### src/rtl/dti_uart_rx_core_if.sv
// Receive-word stream from the UART core (master) to its consumer (slave).
interface dti_uart_rx_core_if #(
  parameter int DATA_W = 8
);
  logic [DATA_W-1:0] rx_data;
  logic              rx_perr;
  logic              rx_ferr;
  logic              rx_valid;
  logic              rx_ready;

  modport master (output rx_data, rx_perr, rx_ferr, rx_valid, input rx_ready);
  modport slave  (input rx_data, rx_perr, rx_ferr, rx_valid, output rx_ready);
endinterface

### src/rtl/dti_uart_rx_core.sv
// 16x-oversampling UART receiver with error-tagged receive FIFO and RTS flow control.
// Optional break detection is compiled in with DTI_UART_RX_BREAK_DET_EN.
module dti_uart_rx_core #(
  parameter int DATA_W     = 8,
  parameter int FIFO_DEPTH = 16,
  parameter int RTS_MARGIN = 4,
  parameter int DIV_W      = 16
) (
  input  logic                 clk,
  input  logic                 reset,
  input  logic                 uart_rx,
  input  logic [DIV_W-1:0]     baud_div,
  input  logic                 parity_en,
  input  logic                 parity_odd,
  input  logic                 stop2,
  dti_uart_rx_core_if.master   rx,
  output logic                 rts_n,
  output logic                 overrun,
  output logic                 break_det
);
  localparam int AW     = $clog2(FIFO_DEPTH);
  localparam int CW     = AW + 1;
  localparam int WORD_W = DATA_W + 2;

  typedef enum logic [2:0] {IDLE, START, DATA, PARITY, STOP1, STOP2} state_t;

  function automatic logic parity_err(input logic [DATA_W-1:0] data, input logic pbit,
                                      input logic odd);
    return (^data ^ pbit) != odd;
  endfunction

  state_t              state_r;
  logic                sync1_r, sync2_r, prev_r;
  logic [1:0]          settle_r;
  logic [DIV_W-1:0]    tick_cnt_r, div_l_r, div_m1_s;
  logic [3:0]          samp_r, bit_r;
  logic [DATA_W-1:0]   data_r;
  logic                perr_r, ferr_r, par_en_l_r, par_odd_l_r, stop2_l_r;
  logic                line_s, tick_s, mid_s, start_s, hold_s;
  logic                push_s, pop_s, full_s, wr_en_s, drop_s;
  logic [WORD_W-1:0]   push_word_s;
  logic [WORD_W-1:0]   mem_r [FIFO_DEPTH];
  logic [AW-1:0]       wr_ptr_r, rd_ptr_r;
  logic [CW-1:0]       count_r, count_nx_s;
  logic                rts_n_r, overrun_r;

  assign line_s = sync2_r;

  // Synchroniser; prev_r only arms once real line samples have reached sync2_r.
  always_ff @(posedge clk) begin
    if (reset) begin
      sync1_r  <= 1'b1;
      sync2_r  <= 1'b1;
      prev_r   <= 1'b0;
      settle_r <= 2'b00;
    end else begin
      sync1_r  <= uart_rx;
      sync2_r  <= sync1_r;
      settle_r <= {settle_r[0], 1'b1};
      prev_r   <= line_s & settle_r[1];
    end
  end

  // Tick compare and sample-point decode.
  always_comb begin
    div_m1_s = '0;
    if (div_l_r == '0) begin
      div_m1_s = '0;
    end else begin
      div_m1_s = div_l_r - DIV_W'(1);
    end
    tick_s  = (tick_cnt_r == div_m1_s);
    mid_s   = tick_s && (samp_r == 4'd7);
    start_s = prev_r && !line_s && !hold_s;
  end

  // Receive FSM with tick/sample/bit counters and per-frame format latch.
  always_ff @(posedge clk) begin
    if (reset) begin
      state_r     <= IDLE;
      tick_cnt_r  <= '0;
      samp_r      <= 4'd0;
      bit_r       <= 4'd0;
      data_r      <= '0;
      perr_r      <= 1'b0;
      ferr_r      <= 1'b0;
      div_l_r     <= '0;
      par_en_l_r  <= 1'b0;
      par_odd_l_r <= 1'b0;
      stop2_l_r   <= 1'b0;
    end else begin
      tick_cnt_r <= tick_s ? '0 : tick_cnt_r + DIV_W'(1);
      if (tick_s) begin
        samp_r <= samp_r + 4'd1;
      end
      case (state_r)
        IDLE: begin
          if (start_s) begin
            state_r     <= START;
            tick_cnt_r  <= '0;
            samp_r      <= 4'd0;
            bit_r       <= 4'd0;
            perr_r      <= 1'b0;
            ferr_r      <= 1'b0;
            div_l_r     <= baud_div;
            par_en_l_r  <= parity_en;
            par_odd_l_r <= parity_odd;
            stop2_l_r   <= stop2;
          end
        end
        START: if (mid_s) state_r <= line_s ? IDLE : DATA;
        DATA: begin
          if (mid_s) begin
            data_r <= {line_s, data_r[DATA_W-1:1]};
            if (bit_r == 4'(DATA_W - 1)) begin
              bit_r   <= 4'd0;
              state_r <= par_en_l_r ? PARITY : STOP1;
            end else begin
              bit_r <= bit_r + 4'd1;
            end
          end
        end
        PARITY: begin
          if (mid_s) begin
            perr_r  <= parity_err(data_r, line_s, par_odd_l_r);
            state_r <= STOP1;
          end
        end
        STOP1: begin
          if (mid_s) begin
            ferr_r  <= ~line_s;
            state_r <= stop2_l_r ? STOP2 : IDLE;
          end
        end
        STOP2: begin
          if (mid_s) begin
            ferr_r  <= ferr_r | ~line_s;
            state_r <= IDLE;
          end
        end
        default: state_r <= IDLE;
      endcase
    end
  end

  // Push at the last stop mid-sample; FIFO occupancy bookkeeping.
  always_comb begin
    push_s      = 1'b0;
    push_word_s = '0;
    if (mid_s && ((state_r == STOP1 && !stop2_l_r) || state_r == STOP2)) begin
      push_s      = 1'b1;
      push_word_s = {~line_s | (state_r == STOP2 && ferr_r), perr_r, data_r};
    end else begin
      push_s      = 1'b0;
      push_word_s = '0;
    end
    pop_s   = (count_r != '0) && rx.rx_ready;
    full_s  = (count_r == CW'(FIFO_DEPTH));
    wr_en_s = push_s && (!full_s || pop_s);
    drop_s  = push_s && full_s && !pop_s;
    count_nx_s = count_r;
    if (wr_en_s && !pop_s) begin
      count_nx_s = count_r + CW'(1);
    end else if (pop_s && !wr_en_s) begin
      count_nx_s = count_r - CW'(1);
    end else begin
      count_nx_s = count_r;
    end
  end

  // FIFO storage, pointers, overrun pulse and RTS.
  always_ff @(posedge clk) begin
    if (reset) begin
      wr_ptr_r  <= '0;
      rd_ptr_r  <= '0;
      count_r   <= '0;
      overrun_r <= 1'b0;
      rts_n_r   <= 1'b1;
    end else begin
      if (wr_en_s) begin
        mem_r[wr_ptr_r] <= push_word_s;
        wr_ptr_r        <= wr_ptr_r + AW'(1);
      end
      if (pop_s) begin
        rd_ptr_r <= rd_ptr_r + AW'(1);
      end
      count_r   <= count_nx_s;
      overrun_r <= drop_s;
      rts_n_r   <= (count_nx_s >= CW'(FIFO_DEPTH - RTS_MARGIN));
    end
  end

  assign rx.rx_data  = mem_r[rd_ptr_r][DATA_W-1:0];
  assign rx.rx_perr  = mem_r[rd_ptr_r][DATA_W];
  assign rx.rx_ferr  = mem_r[rd_ptr_r][DATA_W+1];
  assign rx.rx_valid = (count_r != '0);
  assign rts_n       = rts_n_r;
  assign overrun     = overrun_r;

`ifdef DTI_UART_RX_BREAK_DET_EN
  logic pzero_r, hold_r, hold_seen_r, brk_r;

  // Break detect; afterwards block new starts until the line stays high a full tick.
  always_ff @(posedge clk) begin
    if (reset) begin
      pzero_r     <= 1'b1;
      hold_r      <= 1'b0;
      hold_seen_r <= 1'b0;
      brk_r       <= 1'b0;
    end else begin
      brk_r <= 1'b0;
      if (state_r == START) begin
        pzero_r <= 1'b1;
      end else if (state_r == PARITY && mid_s) begin
        pzero_r <= ~line_s;
      end
      if (state_r == STOP1 && mid_s && data_r == '0 && pzero_r && !line_s) begin
        brk_r       <= 1'b1;
        hold_r      <= 1'b1;
        hold_seen_r <= 1'b0;
      end else if (hold_r && state_r == IDLE) begin
        if (!line_s) begin
          hold_seen_r <= 1'b0;
        end else if (tick_s) begin
          if (hold_seen_r) begin
            hold_r <= 1'b0;
          end else begin
            hold_seen_r <= 1'b1;
          end
        end
      end
    end
  end

  assign hold_s    = hold_r;
  assign break_det = brk_r;
`else
  assign hold_s    = 1'b0;
  assign break_det = 1'b0;
`endif
endmodule

### src/flat_wrapper.sv
// flat-port wrapper written by rule: the top's interface ports become plain ports
module dti_uart_rx_core_flat 
#(
  parameter int DATA_W     = 8,
  parameter int FIFO_DEPTH = 16,
  parameter int RTS_MARGIN = 4,
  parameter int DIV_W      = 16
)
  (clk, reset, uart_rx, baud_div, parity_en, parity_odd, stop2, rts_n, overrun, break_det, rx_rx_data, rx_rx_perr, rx_rx_ferr, rx_rx_valid, rx_rx_ready);
  dti_uart_rx_core_if #(.DATA_W(DATA_W)) rx_i ();
  input  logic clk;
  input  logic reset;
  input  logic uart_rx;
  input  logic [DIV_W-1:0] baud_div;
  input  logic parity_en;
  input  logic parity_odd;
  input  logic stop2;
  output logic rts_n;
  output logic overrun;
  output logic break_det;
  output wire logic [$bits(rx_i.rx_data)-1:0] rx_rx_data;
  output wire logic [$bits(rx_i.rx_perr)-1:0] rx_rx_perr;
  output wire logic [$bits(rx_i.rx_ferr)-1:0] rx_rx_ferr;
  output wire logic [$bits(rx_i.rx_valid)-1:0] rx_rx_valid;
  input wire logic [$bits(rx_i.rx_ready)-1:0] rx_rx_ready;
  assign rx_rx_data = rx_i.rx_data;
  assign rx_rx_perr = rx_i.rx_perr;
  assign rx_rx_ferr = rx_i.rx_ferr;
  assign rx_rx_valid = rx_i.rx_valid;
  assign rx_i.rx_ready = rx_rx_ready;
  dti_uart_rx_core #(.DATA_W(DATA_W), .FIFO_DEPTH(FIFO_DEPTH), .RTS_MARGIN(RTS_MARGIN), .DIV_W(DIV_W)) u_core (.clk(clk), .reset(reset), .uart_rx(uart_rx), .baud_div(baud_div), .parity_en(parity_en), .parity_odd(parity_odd), .stop2(stop2), .rx(rx_i), .rts_n(rts_n), .overrun(overrun), .break_det(break_det));
endmodule
### config.mk
export PLATFORM = sky130hd
export DESIGN_NAME = dti_uart_rx_core_flat
export DESIGN_NICKNAME = d
export VERILOG_FILES = /design/src/rtl/dti_uart_rx_core_if.sv /design/src/rtl/dti_uart_rx_core.sv /design/src/flat_wrapper.sv
export SDC_FILE = /design/constraint.sdc
export NUM_CORES = 1
export LEC_CHECK = 0
export CAP_MARGIN = 25
export CORE_MARGIN = 8
export CORE_UTILIZATION = 61
export DETAILED_ROUTE_END_ITERATION = 6
export GPL_TIMING_DRIVEN = 1
export PLACE_DENSITY_LB_ADDON = 0.12
export RECOVER_POWER = 100
export SKIP_CTS_REPAIR_TIMING = 1
export SYNTH_ARGS = -nofsm -noshare
export SYNTH_HDL_FRONTEND = slang
export SYNTH_SLANG_ARGS = --single-unit
export TNS_END_PERCENT = 10
### constraint.sdc
create_clock -name clk -period 5.3 [get_ports clk]
set_input_delay 1.59 -clock clk [delete_from_list [all_inputs] [get_ports clk]]
set_output_delay 1.59 -clock clk [all_outputs]
set_load 0.05 [all_outputs]
-- Word-level counts from Yosys, hierarchy flattened
Memories as Yosys holds them, arrays and structs flattened. A register that Yosys moved wholly into a read port is not among the register bits.
Cells that the tools add are included.
- bits in registers: 76
- bits in writable memories: 160
- bits of input ports: 23
- output and inout bits: 14
- logic and storage cells: 122
- memories kept: 1
- $add $sub $neg: 8
- $lt $le $gt $ge: 1
- equal/unequal tests: 17
- mux-type cells: 38
- bitwise gates (word level): 5
- reduce and logical (&&, ||, !) cells: 31
- memories (memory ; words ; bits a word ; rd ports ; clocked after Yosys merged registers in ; write ports ; RTL line ; source):
    u_core.mem_r ; 16 ; 10 ; 1 ; 1 ; 1 ; dti_uart_rx_core.sv:42 ; logic [WORD_W-1:0] mem_r [FIFO_DEPTH];
- operators with widths (kind ; number):
    $mux 16 ; 4
    $mux 4 ; 8
    $mux 3 ; 9
    $pmux 3 s6 ; 1
    $add 16x1->16 const B ; 1
    $add 4x1->4 const B ; 4
    $eq 16x16->1 ; 1
    $logic_not 16->1 ; 1
    $sub 16x1->16 const B ; 1
    $ne 2x1->1 const B ; 7
    $logic_and 1x1->1 ; 11
    $mux 10 ; 1
    $mux 5 ; 2
    $mux 1 ; 9
    $eq 4x3->1 const B ; 2
    $pmux 4 s2 ; 1
    $reduce_xor 8->1 ; 1
    $reduce_and 7->1 ; 1
    $eq 3x2->1 const B ; 2
    $eq 3x3->1 const B ; 2
    $reduce_and 3->1 ; 2
    $add 5x1->5 const B ; 1
    $eq 5x5->1 const B ; 1
    $ge 5x4->1 const B ; 1
    other kinds (18) ; 26

-- Longest topological paths before layout
- depth in word-level cells: 12
- gate-level depth with buffers: 14
- gate-level depth less buffers: 12

-- Least setup slack after synthesis
OpenSTA, ideal clock, no wires.
- path kind: reg2reg
- from: register u_core.div_l_r[0]
- to: memory u_core.mem_r[11][0] (netlist bit), enable pin
- setup time: 0.376 ns
- arrival time: 3.874 ns
- data required time: 4.924 ns
- setup slack: 1.049 ns
- stages on the path, launching flop included: 14
- path buffers: 2
- period minus slack after synthesis: 4.251 ns
- cells stage by stage: dfxtp_1 -> inv_1 -> ha_1 -> or3b_1 -> buf_2 -> nor4_4 -> mux2i_1 -> xnor2_1 -> or4_4 -> or4_4 -> nor3_4 -> buf_4 -> nand3_1 -> nor2_1
- word-level cells in the longest chain between the ends: 10
- elaborated cells between the ends (all ways): 11
- those cells by class: add/sub (1); eq/ne (1); mux (5); reduce/logical (4)
- RTL lines (item ; RTL line ; source):
    from (decl) ; dti_uart_rx_core.sv:35 ; logic [DIV_W-1:0] tick_cnt_r, div_l_r, div_m1_s;
    from (signal assigned) ; dti_uart_rx_core.sv:105 ; div_l_r <= baud_div;
    $sub 16x1->16 / $logic_not 16->1 (equally long branches) ; dti_uart_rx_core.sv:70, dti_uart_rx_core.sv:67 ;
    $mux 16 (*) ; dti_uart_rx_core.sv:67 ; if (div_l_r == '0) begin
    $eq 16x16->1 (*) ; dti_uart_rx_core.sv:72 ; tick_s = (tick_cnt_r == div_m1_s);
    $logic_and 1x1->1 (*) ; dti_uart_rx_core.sv:73 ; mid_s = tick_s && (samp_r == 4'd7);
    $logic_and 1x1->1 (*) ; dti_uart_rx_core.sv:150 ; if (mid_s && ((state_r == STOP1 && !stop2_l_r) || state_r == STOP2)) begin
    $mux 1 (*) ; dti_uart_rx_core.sv:150 ;
    $logic_and 1x1->1 (*) ; dti_uart_rx_core.sv:159 ; wr_en_s = push_s && (!full_s || pop_s);
    $mux 1 (*) ; dti_uart_rx_core.sv:180 ; if (wr_en_s) begin
    $mux 1 (*) ; dti_uart_rx_core.sv:173 ; if (reset) begin
    $mux 1 (not written as such) (*) ; dti_uart_rx_core.sv:181 ; mem_r[wr_ptr_r] <= push_word_s;
    to (decl) ; dti_uart_rx_core.sv:42 ;
Mark *: on every way between the ends. The rest lies on a longest branch, timed or not.

==> impl_metrics.py <==
metrics = {
    "synth": {
        "synth.distinct_cells": 59,
        "postSynthCellCount": 768,
        "async_reset_ff_frac": 0,
        "synth_ff_type": "edfxtp_1",
        "avgSynthCellArea_um2": 13.4,
        "ys_ff_latch": 240,
        "yosysTopAreaCellShare": 0.466,
        "yosys.area.top_type": "edfxtp_1",
        "yosysWarnings": 0,
        "synth-edff-count": 160,
        "synthTopCellsByArea": "edfxtp_1, dfxtp_1, mux4_2, nand2_1, xnor2_1",
        "synthesis.nets": 802,
        "seq_area_frac_synth": 0.621,
        "syn_area_um2": 10300,
    },
    "floorplan": {
        "num_rows": 47,
        "die_width_um": 146,
        "initial_core_util": 0.622,
        "dieArea_um2": 21300,
        "die_y_um": 146,
        "boundaryPins": 37,
        "core_area_um2": 16600,
    },
    "timing": {
        "layout_min_cycle_time_ns": 4.90,
        "drv_slew": 56,
        "setup_viol": 0,
        "finalHoldViolations": 0,
        "max_slew_margin": -0.561,
        "setup_tns_ns": 0,
        "worstMarginPinSlew_ns": 2.34,
        "finClkSkew_ns": 0.0182,
        "clock.fmax_mhz": 204,
        "rsz0062_at_grt": "false",
        "final.period_utilization": 0.924,
    },
    "detailed_routing": {
        "vias": 6349,
        "routed_wl_um": 22500,
        "ant_nets": 0,
        "vias_per_cell": 6.03,
        "drt_pass1_iterations": 5,
        "drt_iter0_drc": 556,
        "drc": 0,
        "wl_per_cell_um": 21.4,
    },
    "layout": {
        "final_util": 0.710,
        "final_cell_mix": "edfxtp_1, nand2_1, dfxtp_1, nor2_1, mux4_2",
        "syn2layout_area_growth_pct": 14.1,
        "finalNonFillerCells": 1053,
        "layout_commonest_cell": "edfxtp_1",
        "n_antenna_cell": 0,
        "postLayoutCellArea_um2": 11800,
        "drive_gt1_frac": 0.151,
        "nets": 848,
    },
    "critical_path": {
        "cpMostUsedCell": "mux4_2",
        "critPathBufInv": 2,
        "cp_data_required_time_ns": 3.71,
        "crit_family": "multiplexers",
        "cp-end-kind": "output pin",
        "worstSetupPathType": "flip-flop to output pin",
        "worstPathMaxFanout": 14,
        "crit_chain": "buf_12 > mux4_2 > mux4_2 > dlygate4sd3_1",
        "cp.arrival_ns": 3.31,
        "cpMaxStageDelayCell": "dlygate4sd3_1",
        "cpPeakStageDelay_ns": 0.78,
        "setup.worst_path.start_class": "flip-flop",
    },
    "clocking": {
        "clk_latency_ns": 0.51,
        "clk_path_buf_depth": 3,
        "cts.clk_slew.worst_paths_ns": 0.06,
        "cts_root_buf": "clkbuf_16",
        "cts_sinks": 240,
        "cts_buffers": 25,
        "htreeDepth": 1,
        "cts_tree": "built",
    },
    "global_routing": {
        "grt_pass1_wl_um": 35700,
        "first_global_vias": 6402,
        "overflow": 0,
        "grt_start_max_net_pins": 56,
        "antenna_found_initial": 0,
        "globalRouteTotalUtil": 0.211,
    },
    "pwr": {
        "peakVddDrop_uv": 272,
        "leakage_nw": 3.70,
        "pwr_density_cell_nw_per_um2": 384,
        "p_total_w": 0.00452,
    },
    "run": {
        "maxCapViolCount": 1,
    },
    "place": {
        "place_area_um2": 11000,
        "dp.cells": 1007,
        "dp_hpwl_um": 14800,
        "gp_congestion": 0.842,
        "placement.io_buffers": 35,
    },
    "min_path": {
        "hp-class": "flip-flop to flip-flop",
    },
    "outcome": {
        "violations": "capacitance limit, slew limit",
        "status": "finished, violations left",
    },
}
-- routing by layer --
layer | vias up | share of wire | track usage
met5 | - | 0 | 0
met1 | 3173 | 0.41 | 0.264
met2 | 207 | 0.53 | 0.383
li1 | 2944 | - | -
met4 | 0 | 0.011 | 0.0433
met3 | 25 | 0.048 | 0.0306
-- flip-flops by register name, indices dropped and copies added, names as in the netlist, 2 cells and up, named ones only --
signal / cells
u_core.mem_r: 160
u_core.div_l_r: 16
u_core.tick_cnt_r: 16
u_core.data_r: 8
u_core.count_r: 5
u_core.bit_r: 4
u_core.rd_ptr_r: 4
u_core.samp_r: 4
u_core.wr_ptr_r: 4
u_core.state_r: 3
u_core.settle_r: 2
-- final timing paths --
| check | from | to | slack (ns) | cells after the start |
|---|---|---|---|---|
| max | flip-flop | rx_rx_data[1] | 0.40 | 4 |
| min | u_core.sync1_r$_SDFF_PP1_ | u_core.line_s$_SDFF_PP1_ | 0.41 | 1 |
| max reg2reg | u_core.div_l_r[0]$_SDFFE_PP0P_ | u_core.mem_r[13][2]$_DFFE_PP_ | 0.41 | 12 |
| min reg2reg | u_core.sync1_r$_SDFF_PP1_ | u_core.line_s$_SDFF_PP1_ | 0.41 | 1 |
-- report_power, final --
group | total, W | switching (W) | leakage [nW] | internal, W
Clock | 0.00179 | 0.000695 | 0.413 | 0.00109
Combinational | 0.000670 | 0.000383 | 1.42 | 0.000287
Sequential | 0.00207 | 0.0000598 | 1.86 | 0.00201
-- layout make-up --
type / count / area, um2
Clock inverter: 15 / 184
Fill cell: 1109 / 4810
Multi-Input combinational cell: 472 / 3660
Tap cell: 220 / 275
Inverter: 17 / 63.8
Sequential cell: 240 / 6410
Clock buffer: 31 / 668
Timing Repair Buffer: 58 / 515
-- synthesized netlist by cell type, drive strengths merged, types with 6 or more instances --
library cell / n
xnor2: 33
nand3: 24
edfxtp: 160
nor2: 67
dfxtp: 80
a31oi: 6
nand4: 12
inv: 16
o21ai: 12
nor4: 9
nor3: 12
mux4: 50
buf: 11
or2: 7
and3: 7
nand2: 84
a21oi: 41
mux2i: 7
and2: 14
clkbuf: 28
xor2: 24
ha: 11
or4: 7
-- logic make-up after synthesis --
family	Yosys count	synth area share
adders and majority gates	11	0.0133
xor gates and xnor gates	57	0.0484
and+or+nand+nor	263	0.128
AOI/OAI and AO/OA	82	0.0485
other	1	0.000363
DFF	240	0.621
buffers and inverters	56	0.0223
muxes	58	0.118
-- stage by stage --
step | setup slack, ns | hold slack (ns)
2_1_floorplan | 1.05 | 0.389
3_3_place_gp | 0.969 | 0.403
3_5_place_dp | 0.822 | 0.402
4_1_cts | 0.364 | 0.418
5_1_grt | 0.167 | 0.458
6_report | 0.404 | 0.412
(Power assumes the default switching activity.)
